## config.mk

```make
export PLATFORM = sky130hd
export DESIGN_NAME = tv80_bus_bridge
export DESIGN_NICKNAME = d
export VERILOG_FILES = /design/src/rtl/tv80_bus_pkg.sv /design/src/rtl/tv80_bus_decode.sv /design/src/rtl/tv80_bus_bridge.sv
export SDC_FILE = /design/constraint.sdc
export NUM_CORES = 1
export LEC_CHECK = 0
export ABC_AREA = 1
export CAP_MARGIN = 20
export CORE_MARGIN = 4
export CORE_UTILIZATION = 40
export CTS_BUF_LIST = sky130_fd_sc_hd__clkbuf_8
export DETAILED_ROUTE_END_ITERATION = 16
export PLACE_DENSITY = 0.88
export REMOVE_ABC_BUFFERS = 1
export SLEW_MARGIN = 20
export SYNTH_ARGS = -nofsm -noshare
export SYNTH_HDL_FRONTEND = slang
export SYNTH_HIERARCHICAL = 1
export SYNTH_SLANG_ARGS = --single-unit
```

## constraint.sdc

```tcl
create_clock -name clk -period 1.45 [get_ports clk]
set_input_delay 0.29 -clock clk [delete_from_list [all_inputs] [get_ports clk]]
set_output_delay 0.29 -clock clk [all_outputs]
set_load 0.005 [all_outputs]
```

## src/rtl/tv80_bus_pkg.sv

```systemverilog
// tv80_bus_pkg
// Shared types and constants for the TV80 strobe-bus to req/ack bridge.
//   - bus_state_t : bridge FSM states (IDLE/BUSY/IOHOLD/DONE)
//   - cyc_t       : decoded CPU cycle type (NONE/MRD/MWR/IORD/IOWR/INTA)
//   - IDLE_DI     : value presented on di after reset and on a forced completion
package tv80_bus_pkg;

    typedef enum logic [1:0] {
        ST_IDLE   = 2'd0,
        ST_BUSY   = 2'd1,
        ST_IOHOLD = 2'd2,
        ST_DONE   = 2'd3
    } bus_state_t;

    typedef enum logic [2:0] {
        CYC_NONE = 3'd0,
        CYC_MRD  = 3'd1,
        CYC_MWR  = 3'd2,
        CYC_IORD = 3'd3,
        CYC_IOWR = 3'd4,
        CYC_INTA = 3'd5
    } cyc_t;

    localparam logic [7:0] IDLE_DI = 8'hFF;

endpackage

```

## src/rtl/tv80_bus_decode.sv

```systemverilog
// tv80_bus_decode
// Purely combinational classifier of the Z80 strobe bus into one cycle type.
// Ports:
//   i_mreq_n, i_iorq_n, i_rd_n, i_wr_n, i_m1_n, i_rfsh_n : CPU strobes (active low)
//   o_cyc           : decoded cycle type (CYC_NONE when nothing to serve)
//   o_strobe_active : a decoded (non-refresh) bus cycle is being presented
module tv80_bus_decode
    import tv80_bus_pkg::*;
(
    input  logic i_mreq_n,
    input  logic i_iorq_n,
    input  logic i_rd_n,
    input  logic i_wr_n,
    input  logic i_m1_n,
    input  logic i_rfsh_n,
    output cyc_t o_cyc,
    output logic o_strobe_active
);

    // Interrupt acknowledge is checked first: it is the only cycle with
    // iorq_n and m1_n low together, and it carries neither rd_n nor wr_n.
    // Refresh (mreq_n and rfsh_n low) falls through to CYC_NONE.
    always_comb begin
        o_cyc = CYC_NONE;
        if (!i_iorq_n && !i_m1_n) begin
            o_cyc = CYC_INTA;
        end else if (!i_iorq_n && !i_rd_n) begin
            o_cyc = CYC_IORD;
        end else if (!i_iorq_n && !i_wr_n) begin
            o_cyc = CYC_IOWR;
        end else if (!i_mreq_n && i_rfsh_n && !i_rd_n) begin
            o_cyc = CYC_MRD;
        end else if (!i_mreq_n && i_rfsh_n && !i_wr_n) begin
            o_cyc = CYC_MWR;
        end
    end

    assign o_strobe_active = (o_cyc != CYC_NONE);

endmodule

```

## src/rtl/tv80_bus_bridge.sv

```systemverilog
// tv80_bus_bridge
// Downstream bus stage for the negedge-strobed TV80 wrapper. Turns the Z80
// strobe bus into one synchronous req/ack port, returns read data on di and
// stretches CPU cycles through a combinational wait_n. Writes are posted: the
// CPU write itself never waits; only a later cycle stalls while a post is
// still outstanding.
//
// Parameters:
//   IO_WAIT     : extra cycles wait_n stays low after an I/O read completes (0..7)
//   TIMEOUT_CYC : ack watchdog limit in clk cycles (watchdog builds only)
// Optional feature macro:
//   TV80_BRIDGE_TIMEOUT_EN : enables the BUSY watchdog and the sticky bus_err
//
// Ports:
//   clk, reset                 : clock, asynchronous active-high reset
//   mreq_n/iorq_n/rd_n/wr_n    : CPU strobes (change on negedge clk)
//   m1_n/rfsh_n                : CPU fetch/intack and refresh markers
//   A, dout                    : CPU address and write data
//   di, wait_n                 : read data and wait back to the CPU
//   int_vec                    : vector returned on di during intack
//   bus_req/we/io/addr/wdata   : downstream request (held until bus_ack)
//   bus_rdata, bus_ack         : downstream read data and completion pulse
//   bus_err                    : sticky watchdog timeout flag
//   dbg_state                  : current FSM state
//
// Handshake: bus_req rises with the address/data/we/io fields already valid
// and stays high, fields stable, until the first clk edge that samples
// bus_ack high; bus_rdata is sampled on that same edge. bus_ack seen while no
// request is outstanding is ignored.
module tv80_bus_bridge
    import tv80_bus_pkg::*;
#(
    parameter int IO_WAIT     = 1,
    parameter int TIMEOUT_CYC = 255
) (
    input  logic        clk,
    input  logic        reset,
    input  logic        mreq_n,
    input  logic        iorq_n,
    input  logic        rd_n,
    input  logic        wr_n,
    input  logic        m1_n,
    input  logic        rfsh_n,
    input  logic [15:0] A,
    input  logic [7:0]  dout,
    output logic [7:0]  di,
    output logic        wait_n,
    input  logic [7:0]  int_vec,
    output logic        bus_req,
    output logic        bus_we,
    output logic        bus_io,
    output logic [15:0] bus_addr,
    output logic [7:0]  bus_wdata,
    input  logic [7:0]  bus_rdata,
    input  logic        bus_ack,
    output logic        bus_err,
    output logic [1:0]  dbg_state
);

    localparam int IO_HOLD_LAST = (IO_WAIT > 0) ? IO_WAIT - 1 : 0;

    cyc_t       w_cyc;
    logic       w_strobe_active;

    bus_state_t r_state;
    bus_state_t w_state_nxt;

    cyc_t        r_cyc;
    logic        r_released;
    logic [2:0]  r_io_cnt;
    logic        r_req;
    logic        r_we;
    logic        r_io;
    logic [15:0] r_addr;
    logic [7:0]  r_wdata;
    logic [7:0]  r_di;

    logic       w_timeout;
    logic       w_ack_eff;
    logic [7:0] w_rdata_eff;
    logic       w_own_active;
    logic       w_all_high;
    logic       w_rd_like;
    logic       w_post_stall;

    logic       w_issue;
    logic       w_inta;
    logic       w_complete;
    logic       w_take_data;

    tv80_bus_decode u_decode (
        .i_mreq_n        (mreq_n),
        .i_iorq_n        (iorq_n),
        .i_rd_n          (rd_n),
        .i_wr_n          (wr_n),
        .i_m1_n          (m1_n),
        .i_rfsh_n        (rfsh_n),
        .o_cyc           (w_cyc),
        .o_strobe_active (w_strobe_active)
    );

    // The cycle that launched the transfer is still on the bus only if it has
    // never dropped since issue. Once it drops, a later cycle of the same type
    // is a new cycle, not the original one.
    assign w_own_active = (w_cyc == r_cyc) && !r_released;
    assign w_all_high   = mreq_n & iorq_n & rd_n & wr_n;
    assign w_ack_eff    = bus_ack | w_timeout;
    assign w_rdata_eff  = bus_ack ? bus_rdata : IDLE_DI;

    // ------------------------------------------------------------------
    // FSM: state register
    // ------------------------------------------------------------------
    always_ff @(posedge clk or posedge reset) begin
        if (reset) begin
            r_state <= ST_IDLE;
        end else begin
            r_state <= w_state_nxt;
        end
    end

    // ------------------------------------------------------------------
    // FSM: next state and datapath controls
    // ------------------------------------------------------------------
    always_comb begin
        w_state_nxt = r_state;
        w_issue     = 1'b0;
        w_inta      = 1'b0;
        w_complete  = 1'b0;
        w_take_data = 1'b0;
        case (r_state)
            ST_IDLE: begin
                if (w_cyc == CYC_INTA) begin
                    w_inta      = 1'b1;
                    w_state_nxt = ST_DONE;
                end else if (w_cyc != CYC_NONE) begin
                    w_issue     = 1'b1;
                    w_state_nxt = ST_BUSY;
                end
            end
            ST_BUSY: begin
                if (w_ack_eff) begin
                    w_complete = 1'b1;
                    if (r_we) begin
                        // Posted write whose strobe already ended needs no
                        // DONE handshake with the CPU.
                        w_state_nxt = w_own_active ? ST_DONE : ST_IDLE;
                    end else if (w_own_active) begin
                        w_take_data = 1'b1;
                        w_state_nxt = (r_io && (IO_WAIT > 0)) ? ST_IOHOLD : ST_DONE;
                    end else begin
                        // Read abandoned by the CPU: data is dropped.
                        w_state_nxt = ST_IDLE;
                    end
                end
            end
            ST_IOHOLD: begin
                if (r_io_cnt == 3'd0) begin
                    w_state_nxt = ST_DONE;
                end
            end
            ST_DONE: begin
                if (w_all_high) begin
                    w_state_nxt = ST_IDLE;
                end
            end
            default: begin
                w_state_nxt = ST_IDLE;
            end
        endcase
    end

    // ------------------------------------------------------------------
    // Datapath latches
    // ------------------------------------------------------------------
    always_ff @(posedge clk or posedge reset) begin
        if (reset) begin
            r_cyc      <= CYC_NONE;
            r_released <= 1'b0;
            r_io_cnt   <= 3'd0;
            r_req      <= 1'b0;
            r_we       <= 1'b0;
            r_io       <= 1'b0;
            r_addr     <= 16'h0000;
            r_wdata    <= 8'h00;
            r_di       <= IDLE_DI;
        end else begin
            if (w_issue) begin
                r_cyc      <= w_cyc;
                r_released <= 1'b0;
                r_req      <= 1'b1;
                r_we       <= (w_cyc == CYC_MWR) || (w_cyc == CYC_IOWR);
                r_io       <= (w_cyc == CYC_IORD) || (w_cyc == CYC_IOWR);
                // I/O space only decodes the low address byte.
                if ((w_cyc == CYC_IORD) || (w_cyc == CYC_IOWR)) begin
                    r_addr <= {8'h00, A[7:0]};
                end else begin
                    r_addr <= A;
                end
                r_wdata    <= dout;
            end

            if (r_state == ST_BUSY && !w_own_active) begin
                r_released <= 1'b1;
            end

            if (w_inta) begin
                r_cyc <= CYC_INTA;
                r_di  <= int_vec;
            end

            if (w_complete) begin
                r_req <= 1'b0;
            end

            if (w_take_data) begin
                r_di     <= w_rdata_eff;
                r_io_cnt <= 3'(IO_HOLD_LAST);
            end else if (r_state == ST_IOHOLD && r_io_cnt != 3'd0) begin
                r_io_cnt <= r_io_cnt - 3'd1;
            end
        end
    end

    // ------------------------------------------------------------------
    // wait_n: reads/intack stall until DONE; any other cycle stalls only
    // behind a posted write that is still outstanding.
    // ------------------------------------------------------------------
    assign w_rd_like    = (w_cyc == CYC_MRD) || (w_cyc == CYC_IORD) || (w_cyc == CYC_INTA);
    assign w_post_stall = (r_state == ST_BUSY) && r_we && w_strobe_active && !w_own_active;
    assign wait_n       = !((w_rd_like && r_state != ST_DONE) || w_post_stall);

    // ------------------------------------------------------------------
    // Optional ack watchdog
    // ------------------------------------------------------------------
`ifdef TV80_BRIDGE_TIMEOUT_EN
    localparam logic [8:0] WD_LAST = 9'(TIMEOUT_CYC - 1);

    logic [8:0] r_wd_cnt;
    logic       r_err;

    // Fires on the TIMEOUT_CYC-th BUSY cycle without an ack; a real ack on
    // that same edge always wins.
    assign w_timeout = (r_state == ST_BUSY) && !bus_ack && (r_wd_cnt == WD_LAST);

    always_ff @(posedge clk or posedge reset) begin
        if (reset) begin
            r_wd_cnt <= 9'd0;
            r_err    <= 1'b0;
        end else begin
            if (r_state != ST_BUSY || bus_ack || w_timeout) begin
                r_wd_cnt <= 9'd0;
            end else begin
                r_wd_cnt <= r_wd_cnt + 9'd1;
            end
            if (w_timeout) begin
                r_err <= 1'b1;
            end
        end
    end

    assign bus_err = r_err;
`else
    assign w_timeout = 1'b0;
    // No watchdog: the flag can never set; the parameter stays referenced so
    // both builds share one parameter list.
    assign bus_err   = 1'b0 && (TIMEOUT_CYC > 0);
`endif

    assign di        = r_di;
    assign bus_req   = r_req;
    assign bus_we    = r_we;
    assign bus_io    = r_io;
    assign bus_addr  = r_addr;
    assign bus_wdata = r_wdata;
    assign dbg_state = r_state;

endmodule

```

==> flow_summary.ini, run 1 <==
[synthesis]
cell_count_after_synthesis = 286
synthDistinctLibCells = 32
post_syn_area_um2 = 2210
register_bit_total_from_synthesis = 44
synth_sequential_area_ratio = 0.503
synthesis.area_per_instance_um2 = 7.73
ys_warn_count = 6

[final_layout]
finish.net_count = 476
fillers = 395
post_route_cells_drive_above_1_share = 0.392
stdcell_area_um2 = 3920
final_cell_count_no_fill = 496
antenna_cells_inserted = 0
area_growth_pct = 77.1

[worst_setup_path]
crit_required_ps = 1160
start_kind = primary input
cpLargestDelayFamily = simple AND/OR/NAND/NOR gates
worst_ep_arrival_time_ps = 1410
critical_path.most_common_cell = nand2_2
cpMaxStageDelayCell = a32oi_1
worstSetupEndpointType = output pin
slowest_delay_ps = 140
crit_chain = buf_8, inv_4, nand2_1, nand2_2, nand3_4, inv_2, inv_2, nand2_2, nand2_2, nor2_4, nand2_2, a32oi_1, buf_2
critPathBufInv = 5
critPathMaxFanout = 4
setup_cp_type = in -> out

[cts]
tritoncts_clock_tree = done
cts_max_level = 2
clock_pin_transition_on_the_worst_setup_and_hold_timing_paths_ps = 90
cts_sinks = 44
cts_buffers = 5
insertion_delay_ps = 300
clock_path_buffers = 2
clk_root_buffer_cell = clkbuf_8

[timing]
final-hold-violation-count = 0
final.min_clock_period_ps = 1700
final.setup_skew_ps = 5.62
setup-tns-final_ps = -4460
finalMaxSlewViolations = 0
timing.final.ws_setup_ps = -249
rsz0062_at_grt = yes
final_min_period_over_clock_period = 1.17
fmax_ghz = 0.588
setup_viol = 41

[global_route]
global_route_wire_length_before_repair_mm = 10.8
antenna_found_initial = 0
global_route.usage.total = 0.210
grt_pass1_vias = 2393
grt.overflow.total = 0
maximum_number_of_pins_on_one_net_before_global_route_repair = 34

[placed_design]
place.gp.congestion = 0.859
port_buffers = 86
hpwl_dp_mm = 4.65
dpl.cell_count = 465
placed_cell_area_um2 = 3350

[floorplan]
design.die.area_um2 = 6780
fp-row-count = 26
core_um2 = 5240
top_level_ports = 88
floorplan.die.width_um = 82.3
initial_utilization = 0.422
die_height_um = 82.3

[power]
total_leakage_power_uw = 0.00207
cellPowerDensity_nw_per_um2 = 1720
post-layout-total-power_uw = 6720
ir_drop_mv = 1.00

[drt]
wl_per_cell_um = 14.9
detail_route.iter0.violations = 72
route.detailed.vias_per_inst = 4.84
drc = 0
detail-route-antenna-nets = 0
finalWirelength_mm = 7.41
num_vias = 2400
detail_route.first_pass.iterations = 4

[outcome]
violated_checks = setup timing
run_status = finished, violations left

[min_path]
min-delay-path-class = in -> async

[run]
cap_violations = 0
-- cell usage in the layout (no fill, tap or decap), drive strengths merged, types with 2 or more instances in the layout --
cell           count
nand2            134
buf               57
clkdlybuf4s50     42
dfrtp             36
inv               33
dlygate4sd2       32
nor2              24
nand3             14
clkbuf            10
o21ai             10
dfstp              8
or2                5
nand4              3
dlymetal6s2s       3
nor3               2
o21bai             2
ha                 2
a21oi              2
-- final cells by class --
cell class	count	area, µm²	area share
repair buffers	138	1320	0.337
multi-input cells	204	1170	0.298
flip-flops and latches	44	1110	0.284
inverters	32	133	0.0339
well taps	70	87.6	0.0224
clock buffers	6	82.6	0.0211
clock inverters	2	11.3	0.00288
-- state kept, by name, summed over array words and instances, names as in the netlist --
name,count
dbg_state,2
bus_we,1
bus_io,1
r_cyc,3
bus_addr,16
di,8
r_io_cnt,3
bus_wdata,8
r_released,1
bus_req,1
-- worst paths after layout --
kind | slack (ps) | cells past startpoint | to | from
setup / recovery | -250 | 13 | wait_n | iorq_n
hold / removal | 240 | 2 | bus_req$_DFFE_PP0P_ | reset
setup reg to reg | -190 | 10 | dbg_state[0]$_DFFE_PP0P_ | dbg_state[1]$_DFFE_PP0P_
hold reg to reg | 470 | 2 | di[2]$_DFFE_PP1P_ | di[2]$_DFFE_PP1P_
max in group asynchronous | 750 | 3 | r_cyc[0]$_DFFE_PP0P_ | reset
min in group clk | 470 | 2 | di[2]$_DFFE_PP1P_ | di[2]$_DFFE_PP1P_
-- cells in the mapped netlist --
cell	n	area, µm²
a21oi_1	2	10.0
a32oi_1	1	8.76
and2_1	1	6.26
and3_1	1	6.26
buf_2	2	10.0
buf_4	2	15.0
buf_6	2	22.5
clkinv_2	1	5.00
conb_1	1	3.75
dfrtp_1	36	901
dfstp_2	8	210
ha_1	2	25.0
inv_1	19	71.3
inv_2	12	45.0
nand2_1	131	492
nand2_2	2	12.5
nand2_4	1	11.3
nand3_1	12	60.1
nand3_2	1	10.0
nand3_4	1	17.5
nand4_1	3	18.8
nor2_1	19	71.3
nor2_2	2	12.5
nor2_4	3	33.8
nor3_2	2	20.0
o21ai_0	6	30.0
o21ai_1	4	20.0
o21bai_1	2	15.0
o22ai_1	1	6.26
or2_1	1	6.26
or2_2	4	25.0
xor2_1	1	8.76
-- logic make-up (layout without fill, tap and decap cells) --
group                      Yosys count  after routing  share of synthesized area
other                                1              1                    0.00170
AOI/OAI and AO/OA                   16             16                     0.0407
and+or+nand+nor                    184            184                      0.363
xor gates and xnor gates             1              1                    0.00396
buffers and inverters               38            178                     0.0764
DFF                                 44             44                      0.503
adders and majority gates            2              2                     0.0113
-- worst register-to-register path: stages, from the launching register on --
cell and delay (ps):
dfrtp_1 430, buf_6 140, buf_6 120, nor2_4 140, buf_4 140, nand2_1 70
nor2_1 140, nor2_2 70, and2_4 160, nor2_2 80, nor2_1 50
-- power by group --
part           total, µW  leakage, µW  switching (µW)  internal [µW]
Sequential          2220     0.000532             376           1850
Combinational       3680      0.00149            1760           1920
Clock                817    0.0000486             436            381
-- per-layer routing --
| layer | vias to the layer above | GRT usage | routed length (µm) |
|---|---|---|---|
| met4 | 0 | 0.0631 | 157 |
| met1 | 1136 | 0.257 | 2910 |
| met2 | 96 | 0.358 | 3770 |
| li1 | 1150 | - | - |
| met5 | - | 0 | 0 |
| met3 | 18 | 0.0575 | 575 |
-- through the flow --
step	setup slack [ps]	utilization	hold slack [ps]
floorplan	-186	-	400
global placement	-1040	0.640	451
detailed placement	-1100	0.640	456
CTS	-199	0.691	250
global route	-341	0.747	254
finish	-249	0.747	239
-- timing repair --
item,4_1_cts,5_1_grt
pin swaps,18,35
hold endpoints to repair,0,0
cloned,0,3
gates resized for setup,99,69
setup endpoints to repair,80,45
setup buffers,14,7
hold buffers,0,0
Power figures use the tool's default switching activity.
==> run 2: changes to the inputs <==
--- a/config.mk
+++ b/config.mk
@@ -13,7 +13,7 @@
 export DETAILED_ROUTE_END_ITERATION = 16
 export PLACE_DENSITY = 0.88
 export REMOVE_ABC_BUFFERS = 1
-export SLEW_MARGIN = 20
+export SLEW_MARGIN = 15
 export SYNTH_ARGS = -nofsm -noshare
 export SYNTH_HDL_FRONTEND = slang
 export SYNTH_HIERARCHICAL = 1
==> results of run 2 <==
No change in the layout: final DEF, timing and power equal those of run 1.
